**src/rtl/fifo_pkg.sv**
```systemverilog
// fifo_pkg -- shared constants and helpers for the synchronous FIFO.
// Rev 1.0
`default_nettype none

package fifo_pkg;

  localparam int C_DEF_WIDTH = 8;
  localparam int C_DEF_DEPTH = 16;

  function automatic int clog2(input int n);
    int r = 0;
    while ((1 << r) < n) r++;
    return r;
  endfunction

endpackage

`default_nettype wire

```
**src/rtl/fifo_syn_ram.sv**
```systemverilog
// fifo_syn_ram -- simple dual-port storage, synchronous write, asynchronous read.
// Rev 1.0
`default_nettype none

module fifo_syn_ram #(
  parameter int WIDTH = 8,
  parameter int DEPTH = 16,
  parameter int AW    = 4
) (
  input  logic             clk,
  input  logic             i_we,
  input  logic [AW-1:0]    i_waddr,
  input  logic [WIDTH-1:0] i_wdata,
  input  logic [AW-1:0]    i_raddr,
  output logic [WIDTH-1:0] o_rdata
);

  logic [WIDTH-1:0] r_mem [DEPTH];

  // No reset on the array so it maps onto RAM primitives.
  always_ff @(posedge clk) begin
    if (i_we) r_mem[i_waddr] <= i_wdata;
  end

  assign o_rdata = r_mem[i_raddr];

endmodule

`default_nettype wire

```
**src/rtl/fifo_syn_prm.sv**
```systemverilog
// fifo_syn_prm -- single-clock parameterised FIFO with level flags and sticky errors.
// Rev 1.0
`default_nettype none

module fifo_syn_prm
  import fifo_pkg::*;
#(
  parameter int WIDTH     = C_DEF_WIDTH,
  parameter int DEPTH     = C_DEF_DEPTH,
  parameter int SHOWAHEAD = 0,
  parameter int AF_LEVEL  = DEPTH - 2,
  parameter int AE_LEVEL  = 2
) (
  input  logic               clk,
  input  logic               rst_n,
  input  logic               sclr,
  input  logic               wr,
  input  logic [WIDTH-1:0]   data,
  input  logic               rd,
  output logic [WIDTH-1:0]   q,
  output logic               full,
  output logic               empty,
  output logic               almost_full,
  output logic               almost_empty,
  output logic [clog2(DEPTH):0] usedw,
  output logic               overflow,
  output logic               underflow
);

  localparam int AW = clog2(DEPTH);
  localparam logic [AW:0] C_ONE   = (AW+1)'(1);
  localparam logic [AW:0] C_DEPTH = (AW+1)'(DEPTH);
  localparam logic [AW:0] C_AF    = (AW+1)'(AF_LEVEL);
  localparam logic [AW:0] C_AE    = (AW+1)'(AE_LEVEL);

  if (DEPTH < 4 || (DEPTH & (DEPTH - 1)) != 0 || AE_LEVEL >= AF_LEVEL || AF_LEVEL > DEPTH)
  begin : g_bad_params
    $error("fifo_syn_prm: illegal DEPTH/AF_LEVEL/AE_LEVEL combination");
  end

  logic [AW:0]      r_wptr;
  logic [AW:0]      r_rptr;
  logic [AW:0]      r_usedw;
  logic             r_ovf;
  logic             r_udf;
  logic             w_wr_acc;
  logic             w_rd_acc;
  logic [WIDTH-1:0] w_rdata;
  logic             w_unused_ptr_msb;

  assign w_wr_acc = wr & ~full & ~sclr;
  assign w_rd_acc = rd & ~empty & ~sclr;

  // Flags decode only the registered count, never wr/rd.
  assign usedw        = r_usedw;
  assign full         = (r_usedw == C_DEPTH);
  assign empty        = (r_usedw == '0);
  assign almost_full  = (r_usedw >= C_AF);
  assign almost_empty = (r_usedw <= C_AE);
  assign overflow     = r_ovf;
  assign underflow    = r_udf;

  // Pointer MSBs only carry the wrap lap; the RAM sees the low bits.
  assign w_unused_ptr_msb = r_wptr[AW] ^ r_rptr[AW];

  always_ff @(posedge clk or negedge rst_n) begin
    if (!rst_n) begin
      r_wptr  <= '0;
      r_rptr  <= '0;
      r_usedw <= '0;
      r_ovf   <= 1'b0;
      r_udf   <= 1'b0;
    end else if (sclr) begin
      r_wptr  <= '0;
      r_rptr  <= '0;
      r_usedw <= '0;
      r_ovf   <= 1'b0;
      r_udf   <= 1'b0;
    end else begin
      if (w_wr_acc) r_wptr <= r_wptr + C_ONE;
      if (w_rd_acc) r_rptr <= r_rptr + C_ONE;
      case ({w_wr_acc, w_rd_acc})
        2'b10:   r_usedw <= r_usedw + C_ONE;
        2'b01:   r_usedw <= r_usedw - C_ONE;
        default: r_usedw <= r_usedw;
      endcase
      if (wr && full)  r_ovf <= 1'b1;
      if (rd && empty) r_udf <= 1'b1;
    end
  end

  fifo_syn_ram #(
    .WIDTH (WIDTH),
    .DEPTH (DEPTH),
    .AW    (AW)
  ) u_ram (
    .clk     (clk),
    .i_we    (w_wr_acc),
    .i_waddr (r_wptr[AW-1:0]),
    .i_wdata (data),
    .i_raddr (r_rptr[AW-1:0]),
    .o_rdata (w_rdata)
  );

  if (SHOWAHEAD != 0) begin : g_showahead
    // Head slot is forced to zero while empty so q is stable and defined.
    assign q = empty ? '0 : w_rdata;
  end else begin : g_registered
    logic [WIDTH-1:0] r_q;
    always_ff @(posedge clk or negedge rst_n) begin
      if (!rst_n)        r_q <= '0;
      else if (sclr)     r_q <= '0;
      else if (w_rd_acc) r_q <= w_rdata;
    end
    assign q = r_q;
  end

endmodule

`default_nettype wire

```
**config.mk**
```make
export PLATFORM = sky130hd
export DESIGN_NAME = fifo_syn_prm
export DESIGN_NICKNAME = d
export VERILOG_FILES = /design/src/rtl/fifo_pkg.sv /design/src/rtl/fifo_syn_ram.sv /design/src/rtl/fifo_syn_prm.sv
export SDC_FILE = /design/constraint.sdc
export NUM_CORES = 1
export LEC_CHECK = 0
export ABC_AREA = 0
export ABC_CLOCK_PERIOD_IN_PS = 4400
export BUFFER_PORTS_ARGS = -buffer_cell sky130_fd_sc_hd__buf_2
export CAP_MARGIN = 0
export CORE_ASPECT_RATIO = 1.5
export CORE_MARGIN = 3
export CORE_UTILIZATION = 50
export DETAILED_ROUTE_END_ITERATION = 16
export PLACE_DENSITY = 0.76
export SLEW_MARGIN = 40
export SYNTH_ARGS = -nofsm -noshare
export SYNTH_HDL_FRONTEND = slang
export SYNTH_SLANG_ARGS = --single-unit
export TNS_END_PERCENT = 50
```
**constraint.sdc**
```tcl
create_clock -name clk -period 4.4 [get_ports clk]
set_clock_uncertainty 0.1 [all_clocks]
set_input_delay 0 -clock clk [delete_from_list [all_inputs] [get_ports clk]]
set_output_delay 0 -clock clk [all_outputs]
set_load 0.02 [all_outputs]
```
==> results of run 1 <==
## synthesized netlist by cell type, drive strengths merged (3+ instances only)
library cell  count
a22oi            16
nor3              9
nand2            11
clkbuf           11
o31ai             3
nand2b            3
nor2             32
buf              10
nor2b             3
nand3b            3
nor4              3
mux4             32
edfxtp          128
ha                7
dfrtp            23
xor2              7
a21oi            23
## final timing paths
check	to	slack, ns
hold / removal	usedw[1]	0.002
min in group clk	u_ram.r_mem[14][5]	0.41
max in group asynchronous	r_rptr[1]	3.79
setup / recovery	usedw[4]	1.55
setup reg to reg	usedw[4]	1.55
hold reg to reg	q[4]	0.42
## power groups by stage
stage | sequential [mW] | combinational [mW] | clock, mW
floorplan | 1.73 | 0.619 | 0
global placement | 1.78 | 0.759 | 0
detailed placement | 1.77 | 0.796 | 0
CTS | 1.75 | 0.815 | 1.53
global route | 1.76 | 0.883 | 1.58
finish | 1.74 | 0.817 | 1.51
## worst max-delay path: stages, from the launching register on
cell and delay [ns]:
sky130_fd_sc_hd__dfrtp_1 0.51, sky130_fd_sc_hd__nor4_4 0.47, sky130_fd_sc_hd__mux2i_4 0.34, sky130_fd_sc_hd__xor2_1 0.11, sky130_fd_sc_hd__ha_1 0.24, sky130_fd_sc_hd__o31ai_1 0.20, sky130_fd_sc_hd__a21oi_1 0.07, sky130_fd_sc_hd__o21a_1 0.19
sky130_fd_sc_hd__or4_1 0.40, sky130_fd_sc_hd__a21oi_1 0.15
## placed cells by master (no fill, tap or decap), drive strengths merged, types with 2 or more instances in the layout
cell         instances
nand3b               3
a21oi               23
o31ai                3
nand4                2
nand3                2
or3b                 2
nor4                 3
nand2b               3
xnor2                2
dlygate4sd3         14
nor2                32
nor2b                3
clkbuf              18
xor2                 7
edfxtp             128
mux4                32
nor3                 9
inv                  4
or4                  2
and2                 2
bufinv               4
clkinv               6
dfrtp               23
buf                 42
nand2               11
a22oi               16
o21ai                2
clkinvlp             2
o21a                 2
ha                   7
mux2i                2
## registers in the layout, indices dropped and copies added (netlist names)
signal / count
u_ram.r_mem: 128
q: 8
usedw: 5
r_rptr: 4
r_wptr: 4
overflow: 1
underflow: 1
## metal layers
metal | share of wire, % | routed length, um
met5 | 0 | 0
met4 | 5.3 | 683
met1 | 36 | 4642
met3 | 4.8 | 610
met2 | 54 | 6888
## stage by stage
step                      hold WS [ns]  cell area (sq um)  setup WS [ns]  instances
after global routing           0.03356               7328          1.328        572
after floorplan                -0.3956               6182          1.684        352
after global placement        -0.07420               6509          1.650        525
after detailed placement      -0.07031               6551          1.582        526
after CTS                     0.009493               7318          1.564        572
final                         0.002215               7328          1.546        572
## cell families after synthesis
logic type,Yosys count,synth area share (%)
simple gates,77,6.355
mux,34,12.18
xor+xnor,9,1.275
compound gates,51,5.586
flops,151,71.48
fa+ha+maj,7,1.417
buf+inv,23,1.700
## final cells by class
type,count,area (sq um)
Sequential cell,151,4422
Inverter,2,7.507
Fill cell,868,4688
Tap cell,153,191.4
Multi-Input combinational cell,178,1683
Clock buffer,18,429.2
Timing Repair Buffer,56,397.9
Clock inverter,14,197.7
==> out/summary.txt, run 1 <==
Via count normalized by instance count -> 6.082
Period Utilization, post-route -> 64.87%
Count of warnings emitted by yosys -> 0
Top flip-flop cell by instance count after synthesis -> sky130_fd_sc_hd__edfxtp_1
Peak-usage layer in the global routing report -> met2
Clock buffers created by TritonCTS -> 17
Met2 track demand over resource in global routing -> 33.99%
Total Nets Final -> 426
Register bit total from synthesis -> 151
Number of detailed-route iterations in the first pass -> 5
Count of antenna diodes in the layout -> 0
Kind of critical path -> reg2reg
Worst hold path type -> in2async
Die area -> 13760 sq um
Clock insertion delay at the later pin of the skew report -> 0.42 ns
Vias in the first global route -> 3559
Crit path max fanout -> 10
Switching power total -> 1.123 mW
Hold Vio Cnt, Final -> 0
Netlist area before placement -> 6182 sq um
Total wire length -> 12830 um
Buffer count from post-CTS setup fixing -> 0
Net count after synthesis -> 372
# Max-Cap Violations -> 0
Worst reg2reg startpoint -> usedw[1]
Combinational group share of total power -> 20.1%
Number of distinct library cells after synthesis -> 43
Via count -> 3479
Fraction of registers with async set or reset after synthesis -> 15.23%
Status -> finished, final reports clean
Synth-to-layout area growth -> 18.54%
Clock period minus final worst setup slack -> 2.854 ns
Setup repair after global routing missed its margin -> false
WL per Instance -> 22.42 um
Sink Count -> 151
Post-synth EDFFs -> 128
Final core occ -> 60.99%
Initial antenna violation count -> 0
Met1 demand-to-capacity share in global routing -> 22.35%
Net switching share of the total power -> 27.58%
Y dimension of the die -> 142.2 um
Timing-limited maximum frequency -> 0.3503 GHz
Met3 global-route usage -> 3.727%
Initial Utilization -> 51.45%
Port Buf Inserts -> 31
Proportion of power drawn by flip-flops and latches -> 42.8%
IO Count -> 32
Worst-Margin Slew -> 0.7761 ns
Clock-pin slew reported for the worst setup and hold paths after clock tree synthesis -> 0.06 ns
PD cells -> 555.5 nW/um^2
CTS Hold Bufs -> 14
Required time at the endpoint of the critical path -> 4.64 ns
Largest net degree at the start of global routing -> 34
H-tree Lvls -> 4
Top cells by area in the synthesized netlist -> sky130_fd_sc_hd__edfxtp_1 62%, sky130_fd_sc_hd__mux4_2 12%, sky130_fd_sc_hd__dfrtp_1 9.3%
Total power of the final layout -> 4.071 mW
Routability Congestion -> 0.8995
Share of post-route cells with drive strength above 1 -> 29.12%
Setup crit end kind -> flop
Area share of the leading cell type in the synthesized netlist -> 62.17%
Final HPWL from detailed placement -> 8076 um
Startpoint of the worst setup timing path -> usedw[1]
Length in cells of the worst reg-to-reg path -> 9
Lkg Pwr -> 2.546 nW
Internal cell power -> 2.948 mW
Number of slew-limit violations in the final report -> 0
Clk root buf -> sky130_fd_sc_hd__clkbuf_16
DRC violation total after the first TritonRoute iteration -> 212
Die W -> 96.79 um
First-pass GRT wire length -> 19770 um
Total track usage -> 19.69%
Kind of launch point of the worst setup path -> flop
Final total negative setup slack -> 0 ns
Arrival time at the worst endpoint -> 3.10 ns
Number of cell rows -> 49
Buffer levels on the longest clock path -> 2
Slew margin rel. -> 48.15%
Global-route congestion overflow total -> 0
IR Drop Worst-Case VDD -> 246.8 uV
CTS tree -> built
Number of setup violations in the final report -> 0
Cells after Synth -> 352
Dominant cell type by area after synthesis -> sky130_fd_sc_hd__edfxtp_1
Resized Gates After CTS -> 0
Antenna viol nets, final -> 0
DRC violation count after routing -> 0
Placeable Area -> 12020 sq um
Sequential share of the synthesized area -> 71.48%
Proportion of power drawn by the clock network -> 37.1%
Post-Syn Area per Cell -> 17.56 sq um
Note: power is estimated with default switching activity, not from simulation.
==> run 2, diff against run 1 <==
Settings changed: ABC_CLOCK_PERIOD_IN_PS 4400 to 2900.
Clock period 4.4 ns to 2.9 ns, I/O delays scaled along.
==> run 2 against run 1 <==
Critical path depth unchanged. Clock power up 51%. Via count grew 0.23%. Sequential share of layout area shrank 0.50 points. Non-clock buffer count increased by 14. Cell count up 2.4%. Largest cell class unchanged. Fmax grew 6.9%. Global-route usage increased by 0.99 points. First-iteration DRC count up 25%. Die area unchanged. Critical path type unchanged.
==> out/summary.txt, run 2 (synthesized netlist as in run 1, its figures left out) <==
Status -> finished, final reports clean
Top register by number of flip-flops -> u_ram.r_mem
IO Count -> 32 (unchanged)
DRC violation total after the first TritonRoute iteration -> 264 (+25%)
Highest-count cells in the layout ignoring fill and taps -> 128 x sky130_fd_sc_hd__edfxtp_1, 32 x sky130_fd_sc_hd__nor2_1, 32 x sky130_fd_sc_hd__mux4_2, 31 x sky130_fd_sc_hd__buf_2, 25 x sky130_fd_sc_hd__buf_4
PD cells -> 843.6 nW/um^2 (+52%)
# Max-Cap Violations -> 0 (unchanged)
Clock-pin slew reported for the worst setup and hold paths after clock tree synthesis -> 0.06 ns (about the same)
Slew margin rel. -> 49.67% (+1.5 points)
Total track usage -> 20.68% (+0.99 points)
Setup slack at placement -> 0.1851 ns (-1.397 ns)
Kind of critical path -> reg2reg
WL per Instance -> 22.25 um (-0.76%)
Synth-to-layout area growth -> 19.49%
DRC violation count after routing -> 0 (unchanged)
Arrival time at the worst endpoint -> 2.90 ns (-0.20 ns)
Routability Congestion -> 0.8274 (-8.0%)
Setup crit end kind -> flop
Clock buffers created by TritonCTS -> 17 (unchanged)
Die area -> 13760 sq um (unchanged)
Capturing point of the worst reg2reg path -> usedw[4]
Buffer levels on the longest clock path -> 2 (unchanged)
Y dimension of the die -> 142.2 um (unchanged)
Total Nets Final -> 440 (+3.3%)
Count of antenna diodes in the layout -> 0 (unchanged)
Number of slew-limit violations in the final report -> 0 (unchanged)
Lkg Pwr -> 2.610 nW (+2.5%)
Port Buf Inserts -> 31 (unchanged)
Required time at the endpoint of the critical path -> 3.13 ns (-1.51 ns)
Number of cell rows -> 49 (unchanged)
Largest net degree at the start of global routing -> 36 (+5.9%)
Worst Slack Setup Final -> 0.2311 ns (-1.315 ns)
Initial Utilization -> 51.45% (unchanged)
Number of detailed-route iterations in the first pass -> 4 (-1)
Clk root buf -> sky130_fd_sc_hd__clkbuf_16
Kind of launch point of the worst setup path -> flop
Worst hold path type -> in2async
Setup repair after global routing missed its margin -> false
Worst reg2reg startpoint -> usedw[1]
Antenna viol nets, final -> 0 (unchanged)
Placeable Area -> 12020 sq um (unchanged)
Share of post-route cells with drive strength above 1 -> 29.33% (+0.21 points)
Global-route congestion overflow total -> 0 (unchanged)
Total wire length -> 13040 um (+1.7%)
Vias in the first global route -> 3716 (+4.4%)
Number of flip-flops under the largest register name -> 128 (unchanged)
Via count normalized by instance count -> 5.951 (-2.2%)
Hold Vio Cnt, Final -> 0 (unchanged)
Final HPWL from detailed placement -> 7971 um (-1.3%)
CTS tree -> built
Number of setup violations in the final report -> 0 (unchanged)
Commonest non-fill, non-tap cell in the layout -> sky130_fd_sc_hd__edfxtp_1
H-tree Lvls -> 4 (unchanged)
IR Drop Worst-Case VDD -> 526.2 uV (+110%)
Crit path max fanout -> 4 (-6)
Final total negative setup slack -> 0 ns (unchanged)
Worst-Margin Slew -> 0.7521 ns (-0.02393 ns)
Initial antenna violation count -> 0 (unchanged)
Sink Count -> 151 (unchanged)
Period Utilization, post-route -> 92.03% (+27 points)
Fillers -> 877 (+1.0%)
Length in cells of the worst reg-to-reg path -> 9 (unchanged)
Via count -> 3487 (+0.23%)
Resized Gates After CTS -> 0 (unchanged)
Timing-limited maximum frequency -> 0.3747 GHz (+6.9%)
Die W -> 96.79 um (unchanged)
First-pass GRT wire length -> 21040 um (+6.4%)
Clock period minus final worst setup slack -> 2.669 ns (-0.1854 ns)
Setup slack of the worst register-to-register path -> 0.23 ns (-1.31 ns)
Clock insertion delay at the later pin of the skew report -> 0.41 ns (about the same)
[run 2: cell types whose count changed in the layout (fill, tap and decap cells not counted), sizes merged]
cell,before,now
clkinv,6,1
clkbuf,18,23
clkinvlp,2,3
buf,42,56
bufinv,4,3
[run 2: final cells by class]
cell class	instances	area [sq um]	area share [%]
Sequential cell	151	4420	59.84
Tap cell	153	191.4	2.591
Inverter	2	7.507	0.1016
Multi-Input combinational cell	178	1658	22.44
Timing Repair Buffer	70	483.0	6.538
Clock buffer	23	488.0	6.606
Clock inverter	9	138.9	1.880
[run 2: worst max-delay path: stages, from the launching register on]
cell and delay [ns]:
sky130_fd_sc_hd__dfrtp_1 0.40, sky130_fd_sc_hd__nor4_4 0.40, sky130_fd_sc_hd__mux2i_4 0.35, sky130_fd_sc_hd__xor2_1 0.10, sky130_fd_sc_hd__ha_1 0.23, sky130_fd_sc_hd__o31ai_1 0.20, sky130_fd_sc_hd__a21oi_1 0.07, sky130_fd_sc_hd__o21a_1 0.18
sky130_fd_sc_hd__or4_1 0.39, sky130_fd_sc_hd__a21oi_1 0.17
[run 2: per-stage QoR]
step	instance area [sq um]	hold slack, ns	std cells	power, mW	utilization, %
after global routing	7387	0.05374	586	6.507	61.47
after detailed placement	6613	-0.08575	539	3.949	55.03
final	7387	0.01836	586	6.232	61.47
after floorplan	6182	-0.3956	352	3.571	-
after global placement	6613	-0.09211	539	3.906	55.03
after CTS	7380	0.009601	585	6.261	61.41
[run 2: how the worst max path moves through the flow]
stage	to	slack, ns	startpoint	depth (start not counted)
finish	usedw[4]	0.23	usedw[1]	9
detailed placement	usedw[4]	0.19	usedw[3]	9
floorplan	usedw[4]	0.18	usedw[1]	10
CTS	usedw[4]	0.17	usedw[3]	9
global placement	usedw[4]	0.29	usedw[3]	9
global route	usedw[4]	0.02	usedw[1]	9
[run 2: what timing repair did]
action | CTS | global route
endpoints found under the setup margin | 0 | 1
buffers inserted | 0 | 1
hold buffers | 14 | 0
hold endpoints to repair | 170 | 0
[run 2: report_power, final]
group / switching [mW] / leakage [nW] / total [mW] / internal, mW
clock: 0.831 / 0.297 / 2.28 / 1.45
sequential: 0.0711 / 1.46 / 2.52 / 2.45
combinational: 0.801 / 0.848 / 1.43 / 0.624
total: 1.70 / 2.61 / 6.23 / 4.53
[run 2: per-layer routing]
metal / vias to the layer above / share of wire [%] / global-route usage [%]
li1: 1532 / - / -
met1: 1804 / 36 / 24.86
met2: 128 / 55 / 35.19
met3: 23 / 5.5 / 4.365
met4: 0 / 3.4 / 11.09
met5: - / 0 / 0
==> run 3, diff against run 2 <==
Settings changed: SYNTH_HIERARCHICAL set to 1.
==> run 3 against run 2 <==
Via count up 1.4%. Die area up 1.7%. Fmax down 4.0%. Sequential power up 2%. Hold slack better by 0.36 ns. Critical path depth unchanged. Combinational power about the same. Worst setup slack worse by 0.11 ns. Sequential share of layout area down 0.61 points. Design area up 1.1%. Cell count up 1.9%. Synthesized cell count up 2.3%. Largest power group unchanged.
==> out/summary.txt, run 3 <==
Most used standard cell by instance count after synthesis -> sky130_fd_sc_hd__edfxtp_1
Y dimension of the die -> 143.4 um (+0.87%)
Arrival time at the worst endpoint -> 3.01 ns (+0.11 ns)
Clock insertion delay at the later pin of the skew report -> 0.41 ns (about the same)
Top cells by area in the synthesized netlist -> sky130_fd_sc_hd__edfxtp_1 61%, sky130_fd_sc_hd__dfrtp_1 9.1%, sky130_fd_sc_hd__mux4_2 6.4%
Via count -> 3536 (+1.4%)
Kind of launch point of the worst setup path -> flop
Initial antenna violation count -> 0 (unchanged)
Number of slew-limit violations in the final report -> 0 (unchanged)
Die area -> 14000 sq um (+1.7%)
Antenna viol nets, final -> 0 (unchanged)
Total wire length -> 12920 um (-0.94%)
Largest net degree at the start of global routing -> 36 (unchanged)
Number of setup violations in the final report -> 0 (unchanged)
Commonest cells in the synthesized netlist -> 128 x sky130_fd_sc_hd__edfxtp_1, 31 x sky130_fd_sc_hd__nand2_1, 27 x sky130_fd_sc_hd__nor2_1
DRC violation count after routing -> 0 (unchanged)
PD cells -> 837.0 nW/um^2 (-0.78%)
Hold Vio Cnt, Final -> 0 (unchanged)
Count of antenna diodes in the layout -> 0 (unchanged)
Combined area of the multi-input logic cells -> 1725 sq um (+4.1%)
Number of flip-flops under the largest register name -> 128 (unchanged)
Post-synth EDFFs -> 128 (unchanged)
Cells after Synth -> 360 (+2.3%)
Area share of the leading cell type in the synthesized netlist -> 61.06% (-1.1 points)
Highest-count cells in the layout ignoring fill and taps -> 128 x sky130_fd_sc_hd__edfxtp_1, 31 x sky130_fd_sc_hd__nand2_1, 31 x sky130_fd_sc_hd__buf_2, 27 x sky130_fd_sc_hd__nor2_1, 22 x sky130_fd_sc_hd__buf_4
Register bit total from synthesis -> 151 (unchanged)
Buffer levels on the longest clock path -> 2 (unchanged)
Sink Count -> 151 (unchanged)
Synth-to-layout area growth -> 18.66%
Clock period minus final worst setup slack -> 2.779 ns (+0.1102 ns)
Final total negative setup slack -> 0 ns (unchanged)
Period Utilization, post-route -> 95.83% (+3.8 points)
Dominant cell type by area after synthesis -> sky130_fd_sc_hd__edfxtp_1
Top flip-flop cell by instance count after synthesis -> sky130_fd_sc_hd__edfxtp_1
Crit path max fanout -> 8 (+4)
Port Buf Inserts -> 31 (unchanged)
Clock-pin slew reported for the worst setup and hold paths after clock tree synthesis -> 0.06 ns (about the same)
IO Count -> 32 (unchanged)
Setup crit end kind -> flop
Post-Syn Area per Cell -> 17.49 sq um (-0.44%)
Clk root buf -> sky130_fd_sc_hd__clkbuf_16
Commonest non-fill, non-tap cell in the layout -> sky130_fd_sc_hd__edfxtp_1
Netlist area before placement -> 6295 sq um (+1.8%)
Setup slack at placement -> 0.1227 ns (-0.06246 ns)
Clock buffers created by TritonCTS -> 17 (unchanged)
Share of post-route cells with drive strength above 1 -> 26.35% (-3.0 points)
Fillers -> 855 (-2.5%)
Kind of critical path -> reg2reg
Placeable Area -> 12140 sq um (+1.0%)
# Max-Cap Violations -> 0 (unchanged)
Lkg Pwr -> 2.653 nW (+1.7%)
Sequential share of the synthesized area -> 70.20% (-1.3 points)
Global-route congestion overflow total -> 0 (unchanged)
DRC violation total after the first TritonRoute iteration -> 332 (+26%)
Top register by number of flip-flops -> u_ram/r_mem
Fraction of registers with async set or reset after synthesis -> 15.23% (unchanged)
IR Drop Worst-Case VDD -> 403.2 uV (-23%)
Net count after synthesis -> 379 (+1.9%)
Worst Slack Setup Final -> 0.1209 ns (-0.1102 ns)
Placed standard-cell area -> 6678 sq um (+0.98%)
Post-Layout Inst Area -> 7470 sq um (+1.1%)
First-pass GRT wire length -> 20330 um (-3.3%)
Final-layout worst hold slack -> 0.3771 ns (+0.3587 ns)
Total track usage -> 19.53% (-1.2 points)
WL per Instance -> 21.64 um (-2.8%)
Timing-limited maximum frequency -> 0.3598 GHz (-4.0%)
Total Nets Final -> 450 (+2.3%)
Worst-Margin Slew -> 0.6366 ns (-0.1156 ns)
Number of distinct library cells after synthesis -> 47 (+9.3%)
Number of cell rows -> 49 (unchanged)
Count of warnings emitted by yosys -> 6 (+6)
H-tree Lvls -> 4 (unchanged)
CTS tree -> built
Die W -> 97.62 um (+0.85%)
Via count normalized by instance count -> 5.923 (-0.46%)
Slew margin rel. -> 57.48% (+7.8 points)
Initial Utilization -> 51.86% (+0.41 points)
Final HPWL from detailed placement -> 8233 um (+3.3%)
Worst hold path type -> in2reg
Routability Congestion -> 0.8946 (+8.1%)
Required time at the endpoint of the critical path -> 3.13 ns (about the same)
Area used by sequential logic in the layout -> 4424 sq um (about the same)
Status -> finished, final reports clean
Vias in the first global route -> 3671 (-1.2%)
Number of detailed-route iterations in the first pass -> 5 (+1)
## run 3: cell count changes in the layout (fill, tap and decap cells not counted), sizes merged, moves of 3 or more
cell	before	now
nand2	11	31
a21oi	23	14
xor2	7	0
clkinv	1	7
nand3	2	7
nor2	32	27
clkbuf	23	19
inv	4	8
nor3	9	6
## run 3: cell type report
cell class / instances / share of cell area (%)
clock buffer: 19 / 5.796
clock inverter: 13 / 2.395
inverter: 7 / 0.3518
multi-input combinational: 185 / 23.10
sequential: 151 / 59.23
tap: 153 / 2.563
timing repair buffer: 69 / 6.566
## run 3: layer usage
layer	part of all wire [%]	vias to the layer above	routed length, um	GRT usage [%]
met5	0	-	0	0
met4	3.1	0	396	9.701
met3	3.8	33	485	4.322
met2	56	112	7195	35.02
met1	37	1817	4840	22.05
li1	-	1574	-	-
## run 3: worst max-delay path: stages (launching register included)
cell	delay, ns
sky130_fd_sc_hd__dfrtp_2	0.47
sky130_fd_sc_hd__or4_4	0.58
sky130_fd_sc_hd__o21ai_4	0.14
sky130_fd_sc_hd__or3_1	0.15
sky130_fd_sc_hd__inv_1	0.08
sky130_fd_sc_hd__ha_1	0.34
sky130_fd_sc_hd__nand2b_1	0.13
sky130_fd_sc_hd__a21oi_2	0.22
sky130_fd_sc_hd__mux2_2	0.35
sky130_fd_sc_hd__a31oi_1	0.12
## run 3: what timing repair did
action	4_1_cts	5_1_grt
setup endpoints to repair	0	1
resized for setup	0	4
buffers inserted	0	3
endpoints found under the hold margin	170	0
hold buffers	15	0
## run 3: per-stage QoR
step	instances	util [%]	power, mW
after global placement	547	55.01	3.941
after CTS	594	61.29	6.285
final	597	61.53	6.252
after global routing	597	61.53	6.494
after floorplan	360	-	3.648
after detailed placement	547	55.01	3.977
## run 3: final timing paths
check	slack, ns	from	endpoint	depth (start not counted)
setup / recovery	0.12	usedw[0]	usedw[4]	9
min in group asynchronous	0.50	rst_n	usedw[1]	3
hold reg to reg	0.42	q[6]	q[6]	2
setup reg to reg	0.12	usedw[0]	usedw[4]	9
max in group asynchronous	1.13	rst_n	usedw[4]	4
hold / removal	0.38	wr	usedw[4]	4
## run 3: cells by family after synthesis
| kind of cell | synth area share (%) |
|---|---|
| flip-flops | 70.20 |
| AND/OR/NAND/NOR | 6.500 |
| AO/OA/AOI/OAI | 5.864 |
| multiplexers | 13.12 |
| buffers and inverters | 2.445 |
| adder cells (fa/ha/maj) | 1.312 |
| XOR/XNOR | 0.5565 |
## run 3: report_power, final
group	internal, mW	switching, mW
registers	2.46	0.0989
logic	0.633	0.787
clock network	1.44	0.835
